<file path="config.mk">
export PLATFORM = sky130hd
export DESIGN_NAME = mem_rsp_controller
export DESIGN_NICKNAME = d
export VERILOG_FILES = /design/src/rtl/mem_rsp_controller.sv
export SDC_FILE = /design/constraint.sdc
export NUM_CORES = 1
export LEC_CHECK = 0
export ABC_CLOCK_PERIOD_IN_PS = 4800
export CORE_ASPECT_RATIO = 0.9
export CORE_MARGIN = 5
export CORE_UTILIZATION = 48
export CTS_BUF_LIST = sky130_fd_sc_hd__clkbuf_8
export CTS_CLUSTER_SIZE = 16
export DETAILED_ROUTE_END_ITERATION = 6
export GPL_TIMING_DRIVEN = 1
export HOLD_SLACK_MARGIN = 0.12
export MAX_ROUTING_LAYER = met4
export PLACE_DENSITY_LB_ADDON = 0.12
export SETUP_SLACK_MARGIN = 0.02
export SLEW_MARGIN = 20
export SYNTH_ARGS = -nofsm -noshare
export SYNTH_HDL_FRONTEND = slang
export SYNTH_SLANG_ARGS = --single-unit
</file>
<file path="constraint.sdc">
create_clock -name clk -period 4.8 [get_ports clk]
set_clock_uncertainty 0.2 [all_clocks]
set_input_delay 0.72 -clock clk [delete_from_list [all_inputs] [get_ports clk]]
set_output_delay 0.72 -clock clk [all_outputs]
set_load 0.01 [all_outputs]
</file>
<file path="src/rtl/mem_rsp_controller.sv">
// mem_rsp_controller
//   Single-outstanding memory request controller. Accepts one load/store from
//   the LSU, issues it on a valid/ready memory request channel, waits for the
//   single-cycle memory response and delivers the result as a one-cycle pulse
//   to the downstream response skid buffer. A bounded wait timer turns a
//   stalled memory into an error response; the late response that eventually
//   arrives for the abandoned request is then dropped.
//
// Ports
//   clk, reset            clock; synchronous active-high reset
//   lsu_req_*             LSU request (vld/rdy handshake, we, addr, wdata)
//   mem_req_*             memory request channel (vld/rdy, registered fields)
//   mem_rsp_vld/_data     memory response, single-cycle pulse
//   rsp_rdy               skid buffer has room
//   m_rsp_vld/_data/_err  response pulse; data/err are 0 when vld is 0
module mem_rsp_controller #(
    parameter int DATA_WIDTH = 8,
    parameter int ADDR_WIDTH = 8,
    parameter int TIMEOUT    = 64
) (
    input  logic                  clk,
    input  logic                  reset,
    input  logic                  lsu_req_vld,
    output logic                  lsu_req_rdy,
    input  logic                  lsu_req_we,
    input  logic [ADDR_WIDTH-1:0] lsu_req_addr,
    input  logic [DATA_WIDTH-1:0] lsu_req_wdata,
    output logic                  mem_req_vld,
    input  logic                  mem_req_rdy,
    output logic                  mem_req_we,
    output logic [ADDR_WIDTH-1:0] mem_req_addr,
    output logic [DATA_WIDTH-1:0] mem_req_wdata,
    input  logic                  mem_rsp_vld,
    input  logic [DATA_WIDTH-1:0] mem_rsp_data,
    input  logic                  rsp_rdy,
    output logic                  m_rsp_vld,
    output logic [DATA_WIDTH-1:0] m_rsp_data,
    output logic                  m_rsp_err
);

    localparam logic [1:0] S_IDLE  = 2'd0;
    localparam logic [1:0] S_ISSUE = 2'd1;
    localparam logic [1:0] S_WAIT  = 2'd2;
    localparam logic [1:0] S_RESP  = 2'd3;

    // A zero-width timer is not legal, so keep one bit when the timeout is off.
    localparam int            TW     = (TIMEOUT > 0) ? $clog2(TIMEOUT + 1) : 1;
    localparam bit            T_EN   = (TIMEOUT != 0);
    localparam logic [TW-1:0] T_LAST = TW'((TIMEOUT > 0) ? TIMEOUT - 1 : 0);

    logic [1:0]            state_q,    state_d;
    logic                  we_q,       we_d;
    logic [ADDR_WIDTH-1:0] addr_q,     addr_d;
    logic [DATA_WIDTH-1:0] wdata_q,    wdata_d;
    logic [TW-1:0]         timer_q,    timer_d;
    logic                  stale_q,    stale_d;
    logic [DATA_WIDTH-1:0] rsp_data_q, rsp_data_d;
    logic                  rsp_err_q,  rsp_err_d;

    always_comb begin
        state_d    = state_q;
        we_d       = we_q;
        addr_d     = addr_q;
        wdata_d    = wdata_q;
        timer_d    = timer_q;
        stale_d    = stale_q;
        rsp_data_d = rsp_data_q;
        rsp_err_d  = rsp_err_q;

        // Any response pulse while stale is set belongs to an abandoned
        // request; it consumes the stale flag wherever it arrives.
        if (mem_rsp_vld) begin
            stale_d = 1'b0;
        end

        case (state_q)
            S_IDLE: begin
                if (lsu_req_vld) begin
                    we_d    = lsu_req_we;
                    addr_d  = lsu_req_addr;
                    wdata_d = lsu_req_wdata;
                    state_d = S_ISSUE;
                end
            end
            S_ISSUE: begin
                if (mem_req_rdy) begin
                    timer_d = '0;
                    state_d = S_WAIT;
                end
            end
            S_WAIT: begin
                timer_d = timer_q + TW'(1);
                // A fresh response beats a timeout landing in the same cycle;
                // a dropped stale response does not, so the timeout still fires.
                if (mem_rsp_vld && !stale_q) begin
                    rsp_data_d = we_q ? '0 : mem_rsp_data;
                    rsp_err_d  = 1'b0;
                    state_d    = S_RESP;
                end else if (T_EN && (timer_q == T_LAST)) begin
                    rsp_data_d = '0;
                    rsp_err_d  = 1'b1;
                    stale_d    = 1'b1;
                    state_d    = S_RESP;
                end
            end
            default: begin
                if (rsp_rdy) begin
                    state_d = S_IDLE;
                end
            end
        endcase
    end

    always_ff @(posedge clk) begin
        if (reset) begin
            state_q    <= S_IDLE;
            we_q       <= 1'b0;
            addr_q     <= '0;
            wdata_q    <= '0;
            timer_q    <= '0;
            stale_q    <= 1'b0;
            rsp_data_q <= '0;
            rsp_err_q  <= 1'b0;
        end else begin
            state_q    <= state_d;
            we_q       <= we_d;
            addr_q     <= addr_d;
            wdata_q    <= wdata_d;
            timer_q    <= timer_d;
            stale_q    <= stale_d;
            rsp_data_q <= rsp_data_d;
            rsp_err_q  <= rsp_err_d;
        end
    end

    assign lsu_req_rdy   = (state_q == S_IDLE);
    assign mem_req_vld   = (state_q == S_ISSUE);
    assign mem_req_we    = we_q;
    assign mem_req_addr  = addr_q;
    assign mem_req_wdata = wdata_q;

    // The pulse is gated by rsp_rdy directly so it fires the cycle room appears.
    assign m_rsp_vld  = (state_q == S_RESP) && rsp_rdy;
    assign m_rsp_data = m_rsp_vld ? rsp_data_q : '0;
    assign m_rsp_err  = m_rsp_vld ? rsp_err_q  : 1'b0;

endmodule

</file>
After elaboration in Yosys (flattened, before gate mapping)
Cells that the tools add are included.
{ "totals": {"register_bits": 36, "ram_bits": 0, "romBits": 0, "wordCells": 46, "latch_bits": 0, "n_memories": 0, "input_bits": 31} }
{ "classes": {"n_mux": 19, "order_cmp": 0, "n_shift": 0, "bitwise": 0, "n_mul": 0, "n_addsub": 1, "n_div": 0, "eq_ne": 7, "n_reduce_logical": 11} }
{ "ops": {"columns": ["operator", "n"], "rows": [
  ["two-way mux 8 bit", 4],
  ["one-hot mux 7 bit (2 select lines)", 1],
  ["two-way mux 2 bit", 5],
  ["adder 7 x 1 -> 7 bit, second input constant", 1],
  ["equality test 7 x 6 -> 1 bit, second input constant", 1],
  ["two-way mux 1 bit", 7],
  ["two-way mux 7 bit", 1],
  ["one-hot mux 2 bit (3 select lines)", 1],
  ["AND reduction 2 bit", 3],
  ["equality test 2 bit, second input constant", 2],
  ["AND reduction 4 bit", 1],
  ["nonzero test 2 bit", 2],
  ["nonzero test 4 bit", 1],
  ["inequality test 3 bit, second input constant", 1],
  ["equality test 2 x 1 -> 1 bit, second input constant", 1],
  ["logical AND 1 bit", 2],
  ["zero test 2 bit", 1],
  ["inequality test 2 x 1 -> 1 bit, second input constant", 1],
  ["inequality test 2 bit, second input constant", 1],
  ["zero test 1 bit", 1]
]} }

Logic depth before layout (Yosys ltp)
{ "depth": {"ltp_word": 4, "depth_mapped": 7, "mapped_depth_nobuf": 6} }

Worst setup path after synthesis
OpenSTA, ideal clock, no wires.
{ "synth_path": {"kind": "in2out", "from": "input port rsp_rdy", "to": "output port m_rsp_data[0]", "slack_ns": 2.762, "n_path_buf": 1, "path_stages": 2, "arrival_time_ns": 1.118, "cell_sequence": "clkbuf_1 and3_1"} }
{ "synth_between": {"elab_chain_len": 2} }
{ "synth_lines": {"columns": ["element", "line_no", "text"], "rows": [
  ["from (decl)", "35", "input logic rsp_rdy,"],
  ["logical AND 1 bit", "143", "assign m_rsp_vld = (state_q == S_RESP) && rsp_rdy;"],
  ["two-way mux 8 bit", "144", "assign m_rsp_data = m_rsp_vld ? rsp_data_q : '0;"],
  ["to (decl)", "37", "output logic [DATA_WIDTH-1:0] m_rsp_data,"]
]} }
No other way between the ends.

Worst setup path after layout
{ "layout_path": {"from": "input port rsp_rdy", "to": "output port m_rsp_data[6]"} }
Same word-level chain as after synthesis.

==> qor.yml <==
timing:
  rsz0062_at_grt: "false"
  setup_viol: 0
  worst_slew_pin_slew_ns: 0.6479
  hold-worst-slack_ns: 0.2551
  tns_ns: 0
  finalCriticalPeriod_ns: 3.066
  finalCritPeriodShare_pct: 63.88
  setup_ws_ns: 1.734
  slew_violations: 0
  max_freq_ghz: 0.3262
  slew_headroom_pct: 56.45
  finalHoldViolations: 0
min_path:
  min_path_type: "reg2reg"
  min_to: "mem_req_wdata[7]$_SDFFE_PP0P_"
  min_from: "mem_req_wdata[7]$_SDFFE_PP0P_"
  whs_path_depth: 2
logic_synthesis:
  synth_top_area_share_pct: 47.06
  synthTopCellsByCount: "nand2_1, dfxtp_1, a21oi_1"
  synth-edff-count: 0
  syn_area_um2: 1531
  syn_avg_cell_area_um2: 8.369
  synthCells: 183
  synthFlopType: "dfxtp_1"
  synthesis.nets: 219
  ys_types: 32
  synth-seq-area-share_pct: 47.06
  yosys.area.top_type: "dfxtp_1"
  ys_ff_latch: 36
  yosysWarnings: 0
  synth_area_leaders: "dfxtp_1, nand2_1, a21oi_1, and3_1, ha_1"
  synth.most_common_cell: "nand2_1"
  async_flop_share_pct: 0
outcome:
  outcome: "complete, no violations"
worst_setup_path:
  start_kind: "primary input"
  critical_path_required_ns: 3.88
  r2r_start: "state_q[0]$_SDFFE_PP0P_"
  path_class: "in2out"
  reg2reg_depth: 5
  slowest_stage: "clkdlybuf4s50_1"
  cp_cell_sequence: "clkdlybuf4s50_1, and3_1, clkdlybuf4s50_1"
  cp_top_family: "buffers and inverters"
  end_kind: "primary output"
  worstPathArrival_ns: 2.15
  r2r_setup_slack_ns: 2.70
  critical_path.max_fanout: 11
  timing.rr.end: "rsp_data_q[5]$_SDFFE_PP0P_"
  cp_common_cell: "clkdlybuf4s50_1"
  slowest_delay_ns: 0.66
  cp_num_buf_inv: 2
cts:
  clk_pin_slew_ns: 0.07
  cts_sinks: 36
  cts_max_level: 2
  hold_buffers: 0
  clk_latency_ns: 0.29
  tritoncts: "yes"
  numCtsBuffers: 5
  clock_path_buffers: 2
  post_cts_buffers: 0
  clockRootBuffer: "clkbuf_8"
  cts_resized: 0
power:
  clock_power_share_pct: 25.1
  total_power_mw: 0.8759
  p_sw_share_pct: 32.38
  pwr_density_cell_nw_per_um2: 392.2
  irDropWorstVdd_mv: 0.2783
  pwr-share-comb_pct: 33.3
  p_sw_mw: 0.2836
  leakagePower_nw: 0.8510
  p_int_mw: 0.5923
  power_frac_seq_pct: 41.6
grt:
  grt_use_total_pct: 18.52
  grt_overflow_total: 0
  antenna_found_initial: 0
  grt_pass1_vias: 1513
  grt_max_degree: 29
  grt_first_pass_wirelength_um: 6561
die:
  fp-row-count: 19
  die_w_um: 69.54
  start_util_pct: 49.94
  die_y_um: 63.59
  num_io_pins: 60
  dieArea_um2: 4422
  coreArea_um2: 3067
finish:
  fillers: 250
  syn2layout_area_growth_pct: 45.83
  drive_gt1_share_pct: 4.545
  num_antenna_cells: 0
  seq_area_um2: 720.7
  multiInputGateArea_um2: 750.7
  fin_nets: 277
drt:
  dr.pass1.iters: 4
  wire_per_inst_um: 13.79
  drt_iter0_drc: 94
  finalWirelength_um: 3916
  drc: 0
  vias_per_cell: 5.197
  drt.antenna.violating_nets: 0
  via_count: 1476
placed_design:
  dpl_worst_slack_ns: 1.731
  place_congestion: 0.8496
  dp_hpwl_um: 2929
  io_buffers: 59
flow_run:
  drv_cap: 0
stage by stage:
stage | cells | utilization, % | instance area [um^2]
floorplan | 183 | - | 1531
global placement | 276 | 69.81 | 2141
detailed placement | 276 | 69.81 | 2141
CTS | 284 | 72.83 | 2233
global route | 284 | 72.83 | 2233
finish | 284 | 72.83 | 2233
sequential cells by signal, summed over array words and instances, names as in the netlist:
register	cells
rsp_data_q	8
stale_q	1
rsp_err_q	1
mem_req_addr	8
mem_req_we	1
timer_q	7
state_q	2
mem_req_wdata	8
layout by cell type, fill, tap and decap left out, drive strengths merged, types with 3 or more instances in the layout:
| master | count |
|---|---|
| a21oi | 28 |
| a22o | 7 |
| and3 | 10 |
| clkbuf | 6 |
| clkdlybuf4s50 | 59 |
| dfxtp | 36 |
| ha | 5 |
| inv | 5 |
| nand2 | 39 |
| nand3 | 3 |
| nor2 | 8 |
| o21ai | 7 |
| or3 | 3 |
kinds of logic after synthesis:
family	count (synthesis)	share of synthesized area (%)
fa+ha+maj	5	4.085
xor+xnor	2	1.144
compound gates	48	18.63
simple gates	77	24.51
flops	36	47.06
buf+inv	14	3.922
mux	1	0.6536
worst max-delay path by stage:
stage	start	to	slack, ns	depth (start not counted)
2_1_floorplan	rsp_rdy	m_rsp_data[0]	2.76	2
3_3_place_gp	rsp_rdy	m_rsp_data[6]	1.77	3
3_5_place_dp	rsp_rdy	m_rsp_data[6]	1.73	3
4_1_cts	rsp_rdy	m_rsp_data[6]	1.73	3
5_1_grt	rsp_rdy	m_rsp_data[6]	1.68	3
6_report	rsp_rdy	m_rsp_data[6]	1.73	3
layout make-up:
type	instances	share of cell area, %
multi-input combinational	133	33.61
sequential	36	32.27
timing repair buffer	60	26.78
clock buffer	6	3.697
tap	42	2.353
inverter	5	0.8403
clock inverter	2	0.4482
tightest hold or removal path: stages, from the launching register on:
cell and delay (ns):
dfxtp_1 0.31, nand2_1 0.05, a21oi_1 0.05
per-layer routing:
metal	up-vias	share of wire [%]	track usage (%)
li1	746	-	-
met1	682	40	18.24
met2	44	54	35.60
met3	4	6.0	5.246
met4	0	0.59	4.634
met5	-	0	-
power by group through the flow:
stage,Sequential (mW),Combinational (mW),Clock (mW)
2_1_floorplan,0.379,0.159,0
6_report,0.364,0.292,0.220
4_1_cts,0.364,0.294,0.223
5_1_grt,0.370,0.323,0.242
3_5_place_dp,0.370,0.291,0
3_3_place_gp,0.367,0.279,0
No activity file was read; power rests on OpenSTA's default activity.
